===== src/rtl/i2c_sample_proc.sv =====
`default_nettype none
// ============================================================================
//  Module      : i2c_sample_proc
//  Description : Post-processing for sensor bytes read by the I2C master.
//                Keeps a moving average over a 2^AVG_LOG2 window and drives
//                a hysteresis alarm, an 8-LED thermometer bar, a stale-data
//                watchdog and a sticky overrun flag.
//                Optional feature macro: PEAK_HOLD_EN (peak-hold with decay).
//  Revision    : 1.0 - initial release
// ============================================================================
module i2c_sample_proc #(
    parameter int          AVG_LOG2     = 2,
    parameter logic [7:0]  THRESH_HI    = 8'd160,
    parameter logic [7:0]  THRESH_LO    = 8'd96,
    parameter logic [27:0] STALE_CYCLES = 28'd50000000
`ifdef PEAK_HOLD_EN
    ,
    parameter logic [23:0] PEAK_DECAY   = 24'd5000000
`endif
) (
    input  logic       clk,
    input  logic       reset,
    input  logic       in_valid,
    input  logic [7:0] in_data,
    output logic       in_ready,
    output logic [7:0] avg,
    output logic       avg_valid,
    output logic       alarm,
    output logic       stale,
    output logic       overrun,
    output logic [7:0] sample_cnt,
    output logic [7:0] LED,
    output logic [7:0] peak
);

    localparam int                  c_DEPTH  = 1 << AVG_LOG2;
    localparam int                  c_SUM_W  = 8 + AVG_LOG2;
    localparam logic [AVG_LOG2-1:0] c_WR_ONE = 1;

    typedef enum logic [1:0] {
        S_IDLE = 2'd0,
        S_SUM  = 2'd1,
        S_AVG  = 2'd2,
        S_CMP  = 2'd3
    } state_t;

    state_t               r_state;
    state_t               w_state_next;
    logic [7:0]           r_byte;
    logic [7:0]           r_buf [c_DEPTH];
    logic [c_SUM_W-1:0]   r_sum;
    logic [AVG_LOG2-1:0]  r_wr;
    logic [7:0]           r_avg_next;
    logic [27:0]          r_stale_cnt;
    logic                 w_accept;
    logic [7:0]           w_led;

    // State register
    always_ff @(posedge clk or posedge reset) begin
        if (reset) r_state <= S_IDLE;
        else       r_state <= w_state_next;
    end

    // Next-state logic; the block only takes a byte while idle
    always_comb begin
        w_state_next = r_state;
        in_ready     = 1'b0;
        case (r_state)
            S_IDLE: begin
                in_ready = 1'b1;
                if (in_valid) w_state_next = S_SUM;
            end
            S_SUM:   w_state_next = S_AVG;
            S_AVG:   w_state_next = S_CMP;
            S_CMP:   w_state_next = S_IDLE;
            default: w_state_next = S_IDLE;
        endcase
    end

    assign w_accept = in_valid & in_ready;

    // Window datapath: replace oldest slot, keep running sum, then divide
    always_ff @(posedge clk or posedge reset) begin
        if (reset) begin
            r_byte     <= 8'd0;
            r_sum      <= '0;
            r_wr       <= '0;
            r_avg_next <= 8'd0;
            for (int i = 0; i < c_DEPTH; i++) r_buf[i] <= 8'd0;
        end else begin
            if (w_accept) r_byte <= in_data;
            if (r_state == S_SUM) begin
                r_sum       <= r_sum - {{AVG_LOG2{1'b0}}, r_buf[r_wr]}
                                     + {{AVG_LOG2{1'b0}}, r_byte};
                r_buf[r_wr] <= r_byte;
                r_wr        <= r_wr + c_WR_ONE;
            end
            if (r_state == S_AVG) r_avg_next <= r_sum[AVG_LOG2 +: 8];
        end
    end

    // Thermometer bar: LED0 lights for any non-zero average, LEDi from 32*i
    for (genvar gi = 0; gi < 8; gi++) begin : g_led
        assign w_led[gi] = (r_avg_next >= 8'((gi == 0) ? 1 : gi * 32));
    end

    // Result registers, updated once per sample as the FSM leaves CMP
    always_ff @(posedge clk or posedge reset) begin
        if (reset) begin
            avg       <= 8'd0;
            LED       <= 8'd0;
            alarm     <= 1'b0;
            avg_valid <= 1'b0;
        end else begin
            avg_valid <= (r_state == S_CMP);
            if (r_state == S_CMP) begin
                avg <= r_avg_next;
                LED <= w_led;
                if (r_avg_next >= THRESH_HI)      alarm <= 1'b1;
                else if (r_avg_next <= THRESH_LO) alarm <= 1'b0;
            end
        end
    end

    // Sample counter, sticky overrun and stale watchdog
    always_ff @(posedge clk or posedge reset) begin
        if (reset) begin
            sample_cnt  <= 8'd0;
            overrun     <= 1'b0;
            r_stale_cnt <= 28'd0;
        end else begin
            if (w_accept) begin
                if (sample_cnt != 8'hFF) sample_cnt <= sample_cnt + 8'd1;
                r_stale_cnt <= 28'd0;
            end else if (r_stale_cnt != STALE_CYCLES) begin
                r_stale_cnt <= r_stale_cnt + 28'd1;
            end
            if (in_valid && !in_ready) overrun <= 1'b1;
        end
    end

    assign stale = (r_stale_cnt == STALE_CYCLES);

`ifdef PEAK_HOLD_EN
    logic [23:0] r_decay_cnt;

    // Peak-hold: capture new maxima, otherwise bleed off one LSB per period
    always_ff @(posedge clk or posedge reset) begin
        if (reset) begin
            peak        <= 8'd0;
            r_decay_cnt <= 24'd0;
        end else if (r_state == S_CMP) begin
            r_decay_cnt <= 24'd0;
            if (r_avg_next > peak) peak <= r_avg_next;
        end else if (r_decay_cnt == PEAK_DECAY - 24'd1) begin
            r_decay_cnt <= 24'd0;
            if (peak != 8'd0) peak <= peak - 8'd1;
        end else begin
            r_decay_cnt <= r_decay_cnt + 24'd1;
        end
    end
`else
    assign peak = 8'h00;
`endif

endmodule
`default_nettype wire


===== config.mk =====
export PLATFORM = sky130hd
export DESIGN_NAME = i2c_sample_proc
export DESIGN_NICKNAME = d
export VERILOG_FILES = /design/src/rtl/i2c_sample_proc.sv
export SDC_FILE = /design/constraint.sdc
export NUM_CORES = 1
export LEC_CHECK = 0
export CAP_MARGIN = 10
export CORE_MARGIN = 3
export CORE_UTILIZATION = 55
export DETAILED_ROUTE_END_ITERATION = 10
export PLACE_DENSITY_LB_ADDON = 0.3
export SLEW_MARGIN = 20
export SYNTH_ARGS = -nofsm -noshare
export SYNTH_HDL_FRONTEND = slang
export SYNTH_SLANG_ARGS = --single-unit

===== constraint.sdc =====
create_clock -name clk -period 4.6 [get_ports clk]
set_input_delay 0.46 -clock clk [delete_from_list [all_inputs] [get_ports clk]]
set_output_delay 0.46 -clock clk [all_outputs]
set_load 0.005 [all_outputs]

==> metrics.yaml, run 1 <==
status: "finished, final reports clean"
post-dp-hpwl_mm: 7.47
globalplace.congestion: 0.790
combPwrFrac_pct: 46.8
max_clock_freq_mhz: 263
cts.sinks: 117
critPathTopFamily: "compound AO/OA/AOI/OAI gates"
cts-root-buf: "clkbuf_8"
ys.flop_type: "dfrtp_1"
swShare_pct: 38.7
cp_num_buf_inv: 2
p_per_area_mw_per_mm2: 827
crit_type: "reg2reg"
critPathLaunchType: "flop"
synth.area.top_cells: "dfrtp_1 (51%), o21ai_0 (4.6%), ha_1 (4.6%)"
areaGrowthSynthToFinish_pct: 18.5
yosys.area_share.adder_pct: 7.39
setup_viol_count_final: 0
leakage_nw: 3.10
antenna_found_initial: 0
synth_top_area_cell: "dfrtp_1"
path_cells: "mux4_2 > ha_1 > inv_1 > ha_1 > inv_1 > fa_1 > nor2b_1 > o21ai_0 > a21boi_0 > o211ai_1 > and3_1 > o31ai_1"
slowest_delay_ns: 0.74
die_area_mm2: 0.0117
drtIter0Drc: 265
die_height_um: 108
endpoint_kind: "flop"
clockPowerShare_pct: 22.7
grt_pass1_vias: 4117
synth.area.mux_share_pct: 7.63
drt.antenna.violating_nets: 0
synthSimpleGateAreaFrac_pct: 14.2
ys_async_sr_fraction_pct: 100
clk_pin_slew_ns: 0.06
fp-row-count: 36
peakVddDrop_v: 0.000423
period_needed_ns: 3.81
io-pin-count: 48
drt_first_pass_iters: 4
synth_edf_count: 0
fillCellCount: 750
vias: 3982
drive_gt1_share_pct: 11.7
htreeDepth: 4
routed_wl_mm: 11.1
start_util_pct: 57.5
seqPwrFrac_pct: 30.5
grt_util_all_layers_pct: 21.6
syn_avg_cell_area_um2: 10.5
synth_top_area_share_pct: 51.2
rsz0062_at_grt: "no"
p_switching_mw: 2.17
grt_overflow: 0
syn_inst: 546
cp_data_arrival_time_ns: 4.24
fin_nets: 626
syn_area_mm2: 0.00572
tightest_slew_ns: 0.840
hold_buffers: 0
slew_violations: 0
detail_route.wl_per_cell_um: 15.1
hold_path.class: "in2async"
maxCapViolations: 0
port_buffers: 39
synth_top_family_by_area: "simple AND/OR/NAND/NOR gates"
clock_latency_ns: 0.52
timing.final.crit_share_pct: 82.8
cts_buffers: 17
grt_pass1_wl_mm: 19.7
diodes: 0
required_ns: 5.03
grt_max_degree: 54
regArea_mm2: 0.00293
crit_path_top_delay_cell: "dfrtp_1"
cts_max_path_buffers: 2
worst_slew_margin_rel_pct: 44.0
synth_compound_area_share_pct: 8.27
clock_skew_ns: 0.00642
coreArea_mm2: 0.00995
timing.hold.ws_ns: 0.269
cts_setup_buffers: 0
setup_tns_ns: 0
ys_types: 43
finalHoldViolCount: 0
cts_tree: "yes"
synth-xor-area-share_pct: 5.51
cp_max_fo: 12
viasPerCell: 5.44
ys_ff_latch: 117
drc_errors: 0
ys_seq_area_share_pct: 51.2
die_w_um: 108
multi_input_area_mm2: 0.00249
ctsResizeCount: 0
ys_warn_count: 0
p_int_mw: 3.43
## layout by cell type (no fill, tap or decap), types with 4 or more instances in the layout
cell type and count:
mux2_2 21, nor2_1 44, dfrtp_1 117, a21oi_1 14, clkbuf_16 16, nor3_1 6
nand3_1 13, inv_1 51, nand2_1 64, ha_1 21, fa_1 8, clkinvlp_4 6
o21ai_0 53, xor2_1 18, or3_1 5, o31ai_1 4, nand4_1 9, clkdlybuf4s50_1 39
clkbuf_8 4, mux4_2 8, xnor2_1 18, and3_1 6, conb_1 8
## synth_stat cells (3+ instances only)
cell type  instances
nand3_1           13
nor2b_1            3
mux2_2            21
a21o_1             3
dfrtp_1          117
o21a_1             3
or3_1              5
nand4_1            9
fa_1               8
o31ai_1            4
and3_1             6
nor4_1             3
ha_1              21
nor2_1            44
nor3_1             6
a21oi_1           14
inv_1             52
xnor2_1           18
o21ai_0           53
mux4_2             8
clkbuf_1          19
and4_1             3
buf_4              8
xor2_1            18
nand2_1           64
## worst paths after layout
| kind | slack [ns] | from | cells after the start | to |
|---|---|---|---|---|
| max reg2reg | 0.79 | r_wr[0] | 12 | r_sum[8] |
| min reg2reg | 0.47 | r_sum[9] | 1 | r_sum[9] |
| max | 0.79 | r_wr[0] | 12 | r_sum[8] |
| min | 0.27 | reset | 2 | r_stale_cnt[20] |
| max in group asynchronous | 3.37 | reset | 3 | r_buf[21] |
| min in group clk | 0.47 | r_sum[9] | 1 | r_sum[9] |
## final cells by class
class / count / area share (%)
multi-input cells: 356 / 36.7
well taps: 133 / 2.46
inverters: 52 / 2.92
repair buffers: 42 / 6.09
clock buffers: 20 / 6.72
clock inverters: 12 / 1.90
flip-flops and latches: 117 / 43.2
## cell families (layout without fill, tap and decap cells)
kind of cell / count (synthesis) / count (layout)
flip-flops: 117 / 117
XOR/XNOR: 36 / 36
AO/OA/AOI/OAI: 85 / 85
multiplexers: 31 / 31
buffers and inverters: 80 / 126
other: 1 / 8
adder cells (fa/ha/maj): 29 / 29
AND/OR/NAND/NOR: 167 / 167
## flip-flops by register name, indices dropped and copies added, names as in the netlist
signal,count
r_buf,32
r_wr,2
avg_valid,1
r_byte,8
r_sum,10
LED,8
r_avg_next,8
r_stale_cnt,28
sample_cnt,8
avg,8
alarm,1
overrun,1
r_state,2
## routing by layer
| metal | track usage, % | share of wire (%) | vias up |
|---|---|---|---|
| met2 | 35.8 | 51 | 92 |
| met4 | 9.20 | 2.1 | 0 |
| met5 | 0 | 0 | - |
| li1 | - | - | 1893 |
| met3 | 5.25 | 3.9 | 26 |
| met1 | 27.4 | 43 | 1971 |
## worst register-to-register path: cells and delay by family, from the launching register on
| family | cells | cell delay, ns |
|---|---|---|
| DFF | 1 | 0.74 |
| adders and majority gates | 3 | 0.94 |
| muxes | 1 | 0.58 |
| buffers and inverters | 2 | 0.14 |
| and+or+nand+nor | 2 | 0.36 |
| AOI/OAI and AO/OA | 4 | 0.95 |
## power by group through the flow
stage                     clock network (mW)  logic (mW)  registers [mW]
final                                   1.27        2.62            1.71
after global routing                    1.34        2.99            1.77
after floorplan                            0        1.99            1.59
after CTS                               1.29        2.61            1.71
after global placement                     0        2.40            1.70
after detailed placement                   0        2.53            1.72
## stage by stage
stage          utilization [%]  std cells  setup slack (ns)  area (µm²)  power (mW)
2_1_floorplan                -        553              1.04        5750        3.58
3_3_place_gp              62.2        700              1.15        6190        4.10
3_5_place_dp              62.2        700             0.983        6190        4.25
4_1_cts                   68.1        732             0.855        6780        5.61
5_1_grt                   68.1        732             0.519        6780        6.10
6_report                  68.1        732             0.793        6780        5.60
Note: power is estimated with default switching activity, not from simulation.
==> inputs of run 2 (changes only) <==
Settings changed: CORE_UTILIZATION 55 to 52.
Clock period 4.6 ns to 3.43 ns, I/O delays scaled along.
==> run 2 against run 1 <==
Compared with the run above:
- first-iteration DRC count decreased by 5.3%
- sequential power up 33%
- wire length is 1.9% lower
==> metrics.yaml, run 2 (synthesis gave the netlist of run 1 again) <==
status: "finished, final reports clean"
top_usage_layer: "met2"
grt_pass1_wl_mm: 19.4
total_power_mw: 7.51
setup_tns_ns: 0
start_util_pct: 54.4
vias: 3965
tightest_slew_ns: 0.852
stdcell_count: 736
routed_wl_mm: 10.9
period_needed_ns: 3.16
final_cell_mix: "dfrtp_1 (115), nand2_1 (64), o21ai_0 (52)"
grt_max_degree: 118
worst_slew_margin_rel_pct: 43.2
fin_ws_ns: 0.267
drtIter0Drc: 251
critPathLaunchType: "flop"
layout_commonest_cell: "dfrtp_1"
hold_path.class: "in2async"
cp_max_fo: 5
grtUsageMet2_pct: 32.2
clock_skew_ns: 0.00730
reg2reg_from: "r_wr[0]"
crit_path_start: "r_wr[0]"
reg_top3: "r_buf: 32 flops, r_stale_cnt: 28 flops, r_sum: 10 flops"
fillCellCount: 812
grt_util_met3_pct: 4.48
htreeDepth: 4
cp_data_arrival_time_ns: 3.59
cts.sinks: 117
top_register: "r_buf"
globalplace.congestion: 0.859
io-pin-count: 48
drive_gt1_share_pct: 11.5
crit_type: "reg2reg"
grt_use_met1_pct: 24.5
clock_latency_ns: 0.52
required_ns: 3.85
grt_util_all_layers_pct: 19.2
final_core_util_pct: 64.6
grt_pass1_vias: 4091
peakVddDrop_v: 0.000573
viasPerCell: 5.39
grt_overflow: 0
setup_viol_count_final: 0
diodes: 0
r2r_cells: 12
fin_nets: 627
drc_errors: 0
detail_route.wl_per_cell_um: 14.8
leakage_nw: 3.11
placed_cell_area_mm2: 0.00622
die_w_um: 111
hold_buffers: 0
coreArea_mm2: 0.0105
timing.final.crit_share_pct: 92.2
cts_max_path_buffers: 2
rsz0062_at_grt: "no"
die_area_mm2: 0.0123
post-dp-hpwl_mm: 7.30
dp_slack_ns: 0.161
final_area_mm2: 0.00679
die_height_um: 111
cts-root-buf: "clkbuf_8"
antenna_found_initial: 0
slew_violations: 0
drt_first_pass_iters: 7
port_buffers: 39
timing.hold.ws_ns: 0.338
largest_reg_flops: 32
place_inst: 704
maxCapViolations: 0
endpoint_kind: "flop"
areaGrowthSynthToFinish_pct: 18.7
drt.antenna.violating_nets: 0
cts_tree: "yes"
fp-row-count: 37
p_per_area_mw_per_mm2: 1110
max_clock_freq_mhz: 316
clk_pin_slew_ns: 0.06
finalHoldViolCount: 0
cts_buffers: 17
==> run 2: worst paths after layout <==
kind / to / slack, ns
max: r_sum[8] / 0.27
min: r_buf[10] / 0.34
max reg2reg: r_sum[8] / 0.27
min reg2reg: overrun / 0.47
max in group asynchronous: r_sum[1] / 2.63
min in group clk: r_byte[2] / 0.38
==> run 2: final cells by class <==
cell class / instances / area (µm²) / share of cell area [%]
clock buffers: 22 / 443 / 6.52
clock inverters: 10 / 130 / 1.92
inverters: 52 / 199 / 2.93
multi-input cells: 356 / 2490 / 36.6
flip-flops and latches: 117 / 2930 / 43.1
well taps: 136 / 170 / 2.51
repair buffers: 43 / 433 / 6.37
==> run 2: per-layer routing <==
layer	routed length, µm	vias up
li1	-	1901
met1	4880	1963
met2	5400	82
met3	426	19
met4	151	0
met5	0	-
==> run 2: report_power, final <==
part	internal, mW	switching [mW]	total (mW)
registers	1.89	0.386	2.28
clock network	1.12	0.593	1.71
logic	1.65	1.87	3.52
total	4.66	2.84	7.51
==> run 2: repair_timing <==
| action | in CTS | in global routing |
|---|---|---|
| setup endpoints to repair | 0 | 5 |
| gates resized for setup | 0 | 4 |
| buffers inserted | 0 | 0 |
==> run 2: critical path, stage by stage, from the launching register on <==
cell and delay, ns:
dfrtp_2 0.44, mux4_2 0.51, ha_1 0.28, inv_1 0.06, ha_1 0.18, inv_1 0.09, fa_1 0.47, nor2b_1 0.13
o21ai_0 0.11, a21boi_1 0.26, o211ai_1 0.16, and3_1 0.21, o31ai_1 0.18
